===== src/rtl/cpu_types_pkg.sv =====
// Shared CPU types: machine word and the RAM arbiter state encoding.
package cpu_types_pkg;

  localparam int WORD_W = 32;

  typedef logic [WORD_W-1:0] word_t;

  typedef enum logic [1:0] {
    IDLE,
    ISERVE,
    DSERVE
  } arb_state_t;

endpackage


===== src/rtl/memory_arbiter.sv =====
// Shares one RAM port between instruction fetch and data load/store; data has
// priority, a streak counter bounds fetch starvation, a watchdog aborts hung accesses.
module memory_arbiter
  import cpu_types_pkg::*;
#(
  parameter int ADDR_W      = 32,
  parameter int DATA_W      = $bits(word_t),
  parameter int MAX_DSTREAK = 4,
  parameter int TIMEOUT     = 16
) (
  input  logic              CLK,
  input  logic              nRST,
  input  logic              iREN,
  input  logic [ADDR_W-1:0] iaddr,
  input  logic              dREN,
  input  logic              dWEN,
  input  logic [ADDR_W-1:0] daddr,
  input  logic [DATA_W-1:0] dstore,
  output logic              iwait,
  output logic              dwait,
  output logic [DATA_W-1:0] iload,
  output logic [DATA_W-1:0] dload,
  output logic              ramREN,
  output logic              ramWEN,
  output logic [ADDR_W-1:0] ramaddr,
  output logic [DATA_W-1:0] ramstore,
  input  logic [DATA_W-1:0] ramload,
  input  logic              ram_ready,
  output logic              mem_error
);

  localparam int SW = $clog2(MAX_DSTREAK + 1);
  localparam int WW = $clog2(TIMEOUT);
  localparam logic [SW-1:0] STREAK_MAX = SW'(MAX_DSTREAK);
  localparam logic [WW-1:0] WCNT_LAST  = WW'(TIMEOUT - 1);

  arb_state_t    state;
  logic [SW-1:0] streak;
  logic [WW-1:0] wcnt;
  logic          dreq;
  logic          live;

  assign dreq = dREN | dWEN;
  // A serve state only counts toward timeout while its requester still asks.
  assign live = ((state == ISERVE) & iREN) | ((state == DSERVE) & dreq);

  always_ff @(posedge CLK) begin
    if (!nRST) begin
      state     <= IDLE;
      streak    <= '0;
      wcnt      <= '0;
      mem_error <= 1'b0;
    end else begin
      mem_error <= 1'b0;
      case (state)
        IDLE: begin
          wcnt <= '0;
          if (dreq && (!iREN || (streak < STREAK_MAX))) begin
            state  <= DSERVE;
            streak <= !iREN ? '0 :
                      (streak == STREAK_MAX) ? streak : streak + SW'(1);
          end else if (iREN) begin
            state  <= ISERVE;
            streak <= '0;
          end
        end
        ISERVE, DSERVE: begin
          if (!live || ram_ready) begin
            state <= IDLE;
            wcnt  <= '0;
          end else if (wcnt == WCNT_LAST) begin
            state     <= IDLE;
            wcnt      <= '0;
            mem_error <= 1'b1;
          end else begin
            wcnt <= wcnt + WW'(1);
          end
        end
        default: begin
          state <= IDLE;
          wcnt  <= '0;
        end
      endcase
    end
  end

  always_comb begin
    iwait    = iREN;
    dwait    = dreq;
    iload    = '0;
    dload    = '0;
    ramREN   = 1'b0;
    ramWEN   = 1'b0;
    ramaddr  = '0;
    ramstore = '0;
    case (state)
      ISERVE: begin
        ramaddr = iaddr;
        ramREN  = iREN;
        iwait   = !ram_ready;
        iload   = ramload;
      end
      DSERVE: begin
        ramaddr  = daddr;
        ramstore = dstore;
        // Write wins when both strobes are requested together.
        ramWEN   = dWEN;
        ramREN   = dREN & !dWEN;
        dwait    = !ram_ready;
        dload    = dWEN ? '0 : ramload;
      end
      default: begin
        iwait = iREN;
        dwait = dreq;
      end
    endcase
  end

endmodule


===== config.mk =====
export PLATFORM = sky130hd
export DESIGN_NAME = memory_arbiter
export DESIGN_NICKNAME = d
export VERILOG_FILES = /design/src/rtl/cpu_types_pkg.sv /design/src/rtl/memory_arbiter.sv
export SDC_FILE = /design/constraint.sdc
export NUM_CORES = 1
export LEC_CHECK = 0
export CAP_MARGIN = 20
export CORE_AREA = 2 2 104 106
export DETAILED_ROUTE_END_ITERATION = 8
export DIE_AREA = 0 0 106 108
export DONT_BUFFER_PORTS = 1
export PLACE_DENSITY_LB_ADDON = 0.2
export SLEW_MARGIN = 10
export SYNTH_ARGS = -nofsm -noshare
export SYNTH_HDL_FRONTEND = slang
export SYNTH_SLANG_ARGS = --single-unit

===== constraint.sdc =====
create_clock -name CLK -period 1.4 [get_ports CLK]
set_input_delay 0.21 -clock CLK [delete_from_list [all_inputs] [get_ports CLK]]
set_output_delay 0.21 -clock CLK [all_outputs]
set_load 0.03 [all_outputs]

==> results of run 1 <==
[registers in the layout (all words and copies together), names as in the netlist]
name	cells
mem_error	1
streak	3
state	2
wcnt	4
[cells in the mapped netlist, drive strengths merged]
master   instances
and2            97
nor2b           35
a22oi           34
clkbuf          14
dfxtp           10
nand2            8
a21oi            7
buf              7
ha               6
inv              5
nor2             5
nor3             4
nand2b           2
o21ai            2
a211oi           1
a21boi           1
and2b            1
and3             1
mux2i            1
nand3            1
nand4b           1
o2111ai          1
o22ai            1
o32ai            1
xnor2            1
[per-layer routing]
layer / track usage / vias to the layer above / routed length [um]
met1: 0.1450 / 912 / 3054
met4: 0.05639 / 0 / 329
met3: 0.03797 / 14 / 676
met2: 0.2438 / 115 / 4630
met5: 0 / - / 0
li1: - / 861 / -
[per-stage QoR]
stage               hold slack, ps  utilization
floorplan                    338.2            -
global placement             343.9       0.2458
detailed placement           345.0       0.2458
CTS                          101.0       0.3039
global route                 119.3       0.3045
finish                       106.4       0.3045
[what timing repair did]
item / CTS / global route
endpoints found under the hold margin: 0 / 0
endpoints found under the setup margin: 138 / 139
buffers inserted: 5 / 2
gates resized for setup: 111 / 8
cloned: 8 / 0
hold buffers: 0 / 0
pin swaps: 21 / 16
[worst paths after layout]
| kind | start | endpoint | slack, ps | cells after the start |
|---|---|---|---|---|
| max reg2reg | state[0]$_SDFFE_PN0P_ | state[1]$_SDFFE_PN0P_ | -100 | 8 |
| max | state[0]$_SDFFE_PN0P_ | dload[11] | -270 | 5 |
| min | nRST | streak[1]$_SDFFE_PN0P_ | 110 | 1 |
| min reg2reg | wcnt[3]$_SDFF_PP0_ | wcnt[3]$_SDFF_PP0_ | 510 | 2 |
[layout make-up]
type / instances / area, um^2 / share of cell area
clock buffers: 3 / 41.29 / 0.01325
repair buffers: 37 / 591.8 / 0.1900
multi-input cells: 211 / 2086 / 0.6695
well taps: 136 / 170.2 / 0.05462
inverters: 5 / 21.27 / 0.006827
flip-flops and latches: 10 / 205.2 / 0.06586
[report_power, final]
part	switching (mW)	internal, mW
sequential	0.00893	0.295
clock	0.103	0.187
combinational	0.743	0.625
[cells by family (layout without fill, tap and decap cells)]
family	Yosys count	count (layout)	synth area share
AO/OA/AOI/OAI	48	48	0.2065
XOR/XNOR	1	1	0.005202
adder cells (fa/ha/maj)	6	6	0.04458
buffers and inverters	26	45	0.06389
flip-flops	10	10	0.1189
multiplexers	1	1	0.005944
AND/OR/NAND/NOR	155	155	0.5550
==> impl_metrics.csv, run 1 <==
group,metric,value,unit
yosys,ys_seq_area_frac,0.1189,
place,dp_slack,-164.4,ps
critical_path,worst-path-max-fanout,18,
critical_path,cp.arrival,1460,ps
clock_network,clk_pin_slew,50,ps
place,io_buffers,0,
route,viasPerCell,4.731,
place,gp_congestion,0.8130,
yosys,synth-seq-cells,10,
yosys,synth.distinct_cells,28,
pwr,power,1.962,mW
route,firstDrtPassIters,4,
clock_network,worstSkewPairLatency,230,ps
final_layout,finish.net_count,408,
sta,rsz0062_at_grt,"yes",
floorplanning,io_pins,267,
final_layout,final_cells,402,
route,ant_nets,0,
pwr,power.density,629.7,nW/um^2
sta,final.setup.tns,-23570,ps
critical_path,start_kind,"flop",
critical_path,critPathKind,"flop to output pin",
route,via_count,1902,
yosys,synth_nets,387,
sta,finalHoldViolations,0,
sta,finalMaxSlewViolations,0,
yosys,synth_area_leaders,"and2_1 36%, a22oi_1 15%, nor2b_1 13%",
floorplanning,dieArea,11450,um^2
sta,clock.fmax,600.4,MHz
flow_run,max_cap_violations,0,
grt,grt_pass1_wl,11600,um
sta,setup_viol,135,
grt,overflow,0,
floorplanning,start_util,0.1646,
critical_path,worst_setup_path_end_kind,"output pin",
critical_path,slowest_stage,"dfxtp_2",
critical_path,required,1190,ps
yosys,ys_warn_count,0,
grt,antenna_found_initial,0,
final_layout,drive_above_1_share,0.8008,
critical_path,crit_family,"simple AND/OR/NAND/NOR gates",
clock_network,root_buffer,"clkbuf_8",
critical_path,crit_chain,"inv_2 -> ha_4 -> and2b_4 -> buf_8 -> and2_4",
final_layout,fillers,1078,
sta,setup_ws,-265.6,ps
sta,min_period,1666,ps
final_layout,final_cell_mix,"94 x and2_4, 32 x nor2b_4, 26 x a22oi_2, 11 x buf_12, 11 x buf_6",
grt,first_global_vias,1876,
yosys,synth_area,1684,um^2
final_layout,design_area,3115,um^2
route,drcViolationCount,0,
floorplanning,core,10230,um^2
sta,fin_crit_sh,1.190,
route,drt_iter0_drc,74,
clock_network,cts_buffer_depth,2,
route,routedWlPerCell,21.62,um
clock_network,cts_max_level,1,
outcome,violations,"setup timing",
yosys,syn_inst,247,
grt,grt_max_degree,34,
clock_network,cts.sinks,10,
critical_path,path_buf_inv,2,
hold_path,hp-class,"input pin to flop",
floorplanning,die_h,108,um
yosys,yosysTopAreaCellShare,0.3603,
place,dp_cells,386,
clock_network,numCtsBuffers,3,
clock_network,cts_tree,"yes",
sta,skew,3.580,ps
critical_path,crit_path_max_incr_delay,320,ps
pwr,max-vdd-ir-drop,0.0003928,V
place,place_area,2515,um^2
route,wirelength,8690,um
yosys,syn-mean-instance-area,6.818,um^2
outcome,status,"complete, but fails checks",
place,place_hpwl,6500,um
final_layout,final_common_cell,"and2_4",
pwr,p_leak,1.112,nW
floorplanning,die_x,106,um
yosys,yosysTopAreaCell,"and2_1",
sta,worst_pin_slew,323.5,ps
final_layout,antennaDiodeCount,0,
floorplanning,rows,37,
sta,max_slew_margin,0.7826,
grt,gr-usage-all-layers,0.1336,
final_layout,areaGrowthSynthToFinish,84.99,%
Note: power is estimated with default switching activity, not from simulation.
==> inputs of run 2 (changes only) <==
--- a/config.mk
+++ b/config.mk
@@ -6,9 +6,9 @@
 export NUM_CORES = 1
 export LEC_CHECK = 0
 export CAP_MARGIN = 20
-export CORE_AREA = 2 2 104 106
+export CORE_AREA = 2 2 105 107
 export DETAILED_ROUTE_END_ITERATION = 8
-export DIE_AREA = 0 0 106 108
+export DIE_AREA = 0 0 107 109
 export DONT_BUFFER_PORTS = 1
 export PLACE_DENSITY_LB_ADDON = 0.2
 export SLEW_MARGIN = 10
==> constraint.sdc (replaced) <==
create_clock -name CLK -period 1.4 [get_ports CLK]
set_input_delay 0.21 -clock CLK [delete_from_list [all_inputs] [get_ports CLK]]
set_output_delay 0.21 -clock CLK [all_outputs]
set_load 0.01 [all_outputs]
==> run 2 against run 1 <==
The run still ends with setup timing left. Cell count up 1.0%. Count of clock-buffer cells in the layout unchanged. Global-route usage decreased by 2.0 points. Largest power group unchanged. Highest routed layer unchanged.
==> impl_metrics.csv, run 2 (synthesis results as in run 1) <==
group,metric,value,unit
grt,grt_max_degree,33,
pwr,power.density,534.9,nW/um^2
critical_path,required,1190,ps
pwr,comb_power_share,0.615,
critical_path,path_buf_inv,3,
clock_network,numCtsBuffers,3,
route,wl_met2,4322,um
sta,worst_pin_slew,276.0,ps
critical_path,worst-path-max-fanout,8,
route,wl_met3,475,um
final_layout,design_area,2869,um^2
final_layout,antennaDiodeCount,0,
floorplanning,start_util,0.1588,
pwr,p_leak,1.057,nW
floorplanning,die_x,107,um
route,routedWlPerCell,20.48,um
final_layout,top_regs,"wcnt x4, streak x3, state x2",
place,place_hpwl,5785,um
hold_path,min_to,"streak[2]$_SDFFE_PN0P_",
pwr,max-vdd-ir-drop,0.0004659,V
place,place_area,2044,um^2
route,drt_iter0_drc,100,
clock_network,root_buffer,"clkbuf_8",
critical_path,crit_family,"buffers and inverters",
hold_path,hp-class,"input pin to flop",
grt,overflow,0,
critical_path,crit_path_max_incr_delay,350,ps
critical_path,critPathKind,"flop to output pin",
pwr,power,1.535,mW
final_layout,areaGrowthSynthToFinish,70.36,%
sta,rsz0062_at_grt,"yes",
critical_path,start_kind,"flop",
sta,finalHoldViolations,0,
floorplanning,core,10600,um^2
route,ant_nets,0,
grt,antenna_found_initial,0,
route,viasPerCell,4.707,
place,io_buffers,0,
grt,first_global_vias,1581,
final_layout,final_common_cell,"and2_4",
flow_run,max_cap_violations,0,
critical_path,cp.arrival,1410,ps
critical_path,reg2reg_depth,7,
final_layout,regMostFlops,"wcnt",
route,highest_layer,"met4",
sta,finalMaxSlewViolations,0,
critical_path,r2r_end,"state[1]$_SDFFE_PN0P_",
hold_path,holdPathStages,1,
sta,final.setup.tns,-17680,ps
route,via_count,1911,
place,gp_congestion,0.7933,
outcome,violations,"setup timing",
sta,skew,2.804,ps
final_layout,final_cell_mix,"97 x and2_4, 29 x nor2b_2, 29 x a22oi_1",
route,drcViolationCount,0,
floorplanning,io_pins,267,
floorplanning,die_h,109,um
critical_path,reg2reg_setup_slack,-40,ps
clock_network,cts_max_level,1,
sta,hold_ws,107.5,ps
clock_network,worstSkewPairLatency,230,ps
critical_path,timing.rr.start,"state[0]$_SDFFE_PN0P_",
clock_network,clk_pin_slew,50,ps
sta,fin_crit_sh,1.157,
critical_path,slowest_stage,"dfxtp_4",
grt,grt_pass1_wl,10080,um
outcome,status,"complete, but fails checks",
sta,min_period,1620,ps
final_layout,drive_above_1_share,0.7368,
sta,clock.fmax,617.2,MHz
pwr,swShare,0.3532,
clock_network,cts_buffer_depth,2,
pwr,p_sw,0.5420,mW
pwr,clock_power_share,0.188,
hold_path,hp-start,"nRST",
clock_network,cts.sinks,10,
floorplanning,dieArea,11660,um^2
pwr,seq_power_share,0.197,
route,firstDrtPassIters,4,
sta,setup_ws,-220.3,ps
final_layout,largest_register_ffs,4,
sta,setup_viol,134,
route,wl_met1,3506,um
critical_path,crit_chain,"buf_6 -> ha_4 -> buf_12 -> a22oi_2 -> nor2b_1 -> buf_4",
final_layout,finish.net_count,408,
grt,gr-usage-all-layers,0.1131,
pwr,p_int,0.9925,mW
sta,max_slew_margin,0.8146,
critical_path,worst_setup_path_end_kind,"output pin",
floorplanning,rows,38,
clock_network,cts_tree,"yes",
route,wirelength,8314,um
==> run 2: worst max-delay path by stage <==
stage / from / to / slack [ps] / cells past startpoint
2_1_floorplan: state[0]$_SDFFE_PN0P_ / ramstore[10] / -3 / 6
3_3_place_gp: state[0]$_SDFFE_PN0P_ / ramaddr[12] / -130 / 6
3_5_place_dp: state[0]$_SDFFE_PN0P_ / ramaddr[12] / -140 / 6
4_1_cts: state[0]$_SDFFE_PN0P_ / ramaddr[12] / -230 / 6
5_1_grt: state[0]$_SDFFE_PN0P_ / ramaddr[12] / -280 / 6
6_report: state[0]$_SDFFE_PN0P_ / ramaddr[12] / -220 / 6
==> run 2: routing by layer <==
metal | up-vias | track usage
li1 | 856 | -
met1 | 954 | 0.1523
met2 | 99 | 0.1988
met3 | 2 | 0.01614
met4 | 0 | 0.01113
met5 | - | 0
==> run 2: per-stage QoR <==
| stage | std cells | utilization | setup slack (ps) |
|---|---|---|---|
| floorplan | 247 | - | -2.944 |
| CTS | 393 | 0.2406 | -229.3 |
| detailed placement | 381 | 0.1928 | -139.7 |
| global route | 406 | 0.2706 | -276.6 |
| global placement | 381 | 0.1928 | -127.3 |
| finish | 406 | 0.2706 | -220.3 |
==> run 2: repair_timing <==
item / 4_1_cts / 5_1_grt
setup buffers: 5 / 8
endpoints found under the setup margin: 138 / 142
pin swaps: 9 / 27
hold buffers: 0 / 0
gates cloned: 4 / 6
resized for setup: 121 / 31
==> run 2: final cells by class <==
class                           instances  area (um^2)
Inverter                                5        23.77
Multi-Input combinational cell        211         1834
Sequential cell                        10        207.7
Clock buffer                            3        41.29
Timing Repair Buffer                   37        586.8
Fill cell                            1123         7734
Tap cell                              140        175.2
==> run 2: power groups by stage <==
stage,registers (mW),clock network [mW],logic [mW]
2_1_floorplan,0.304,0,0.468
3_3_place_gp,0.305,0,0.593
3_5_place_dp,0.305,0,0.597
4_1_cts,0.304,0.298,0.810
5_1_grt,0.304,0.309,1.01
6_report,0.303,0.288,0.944
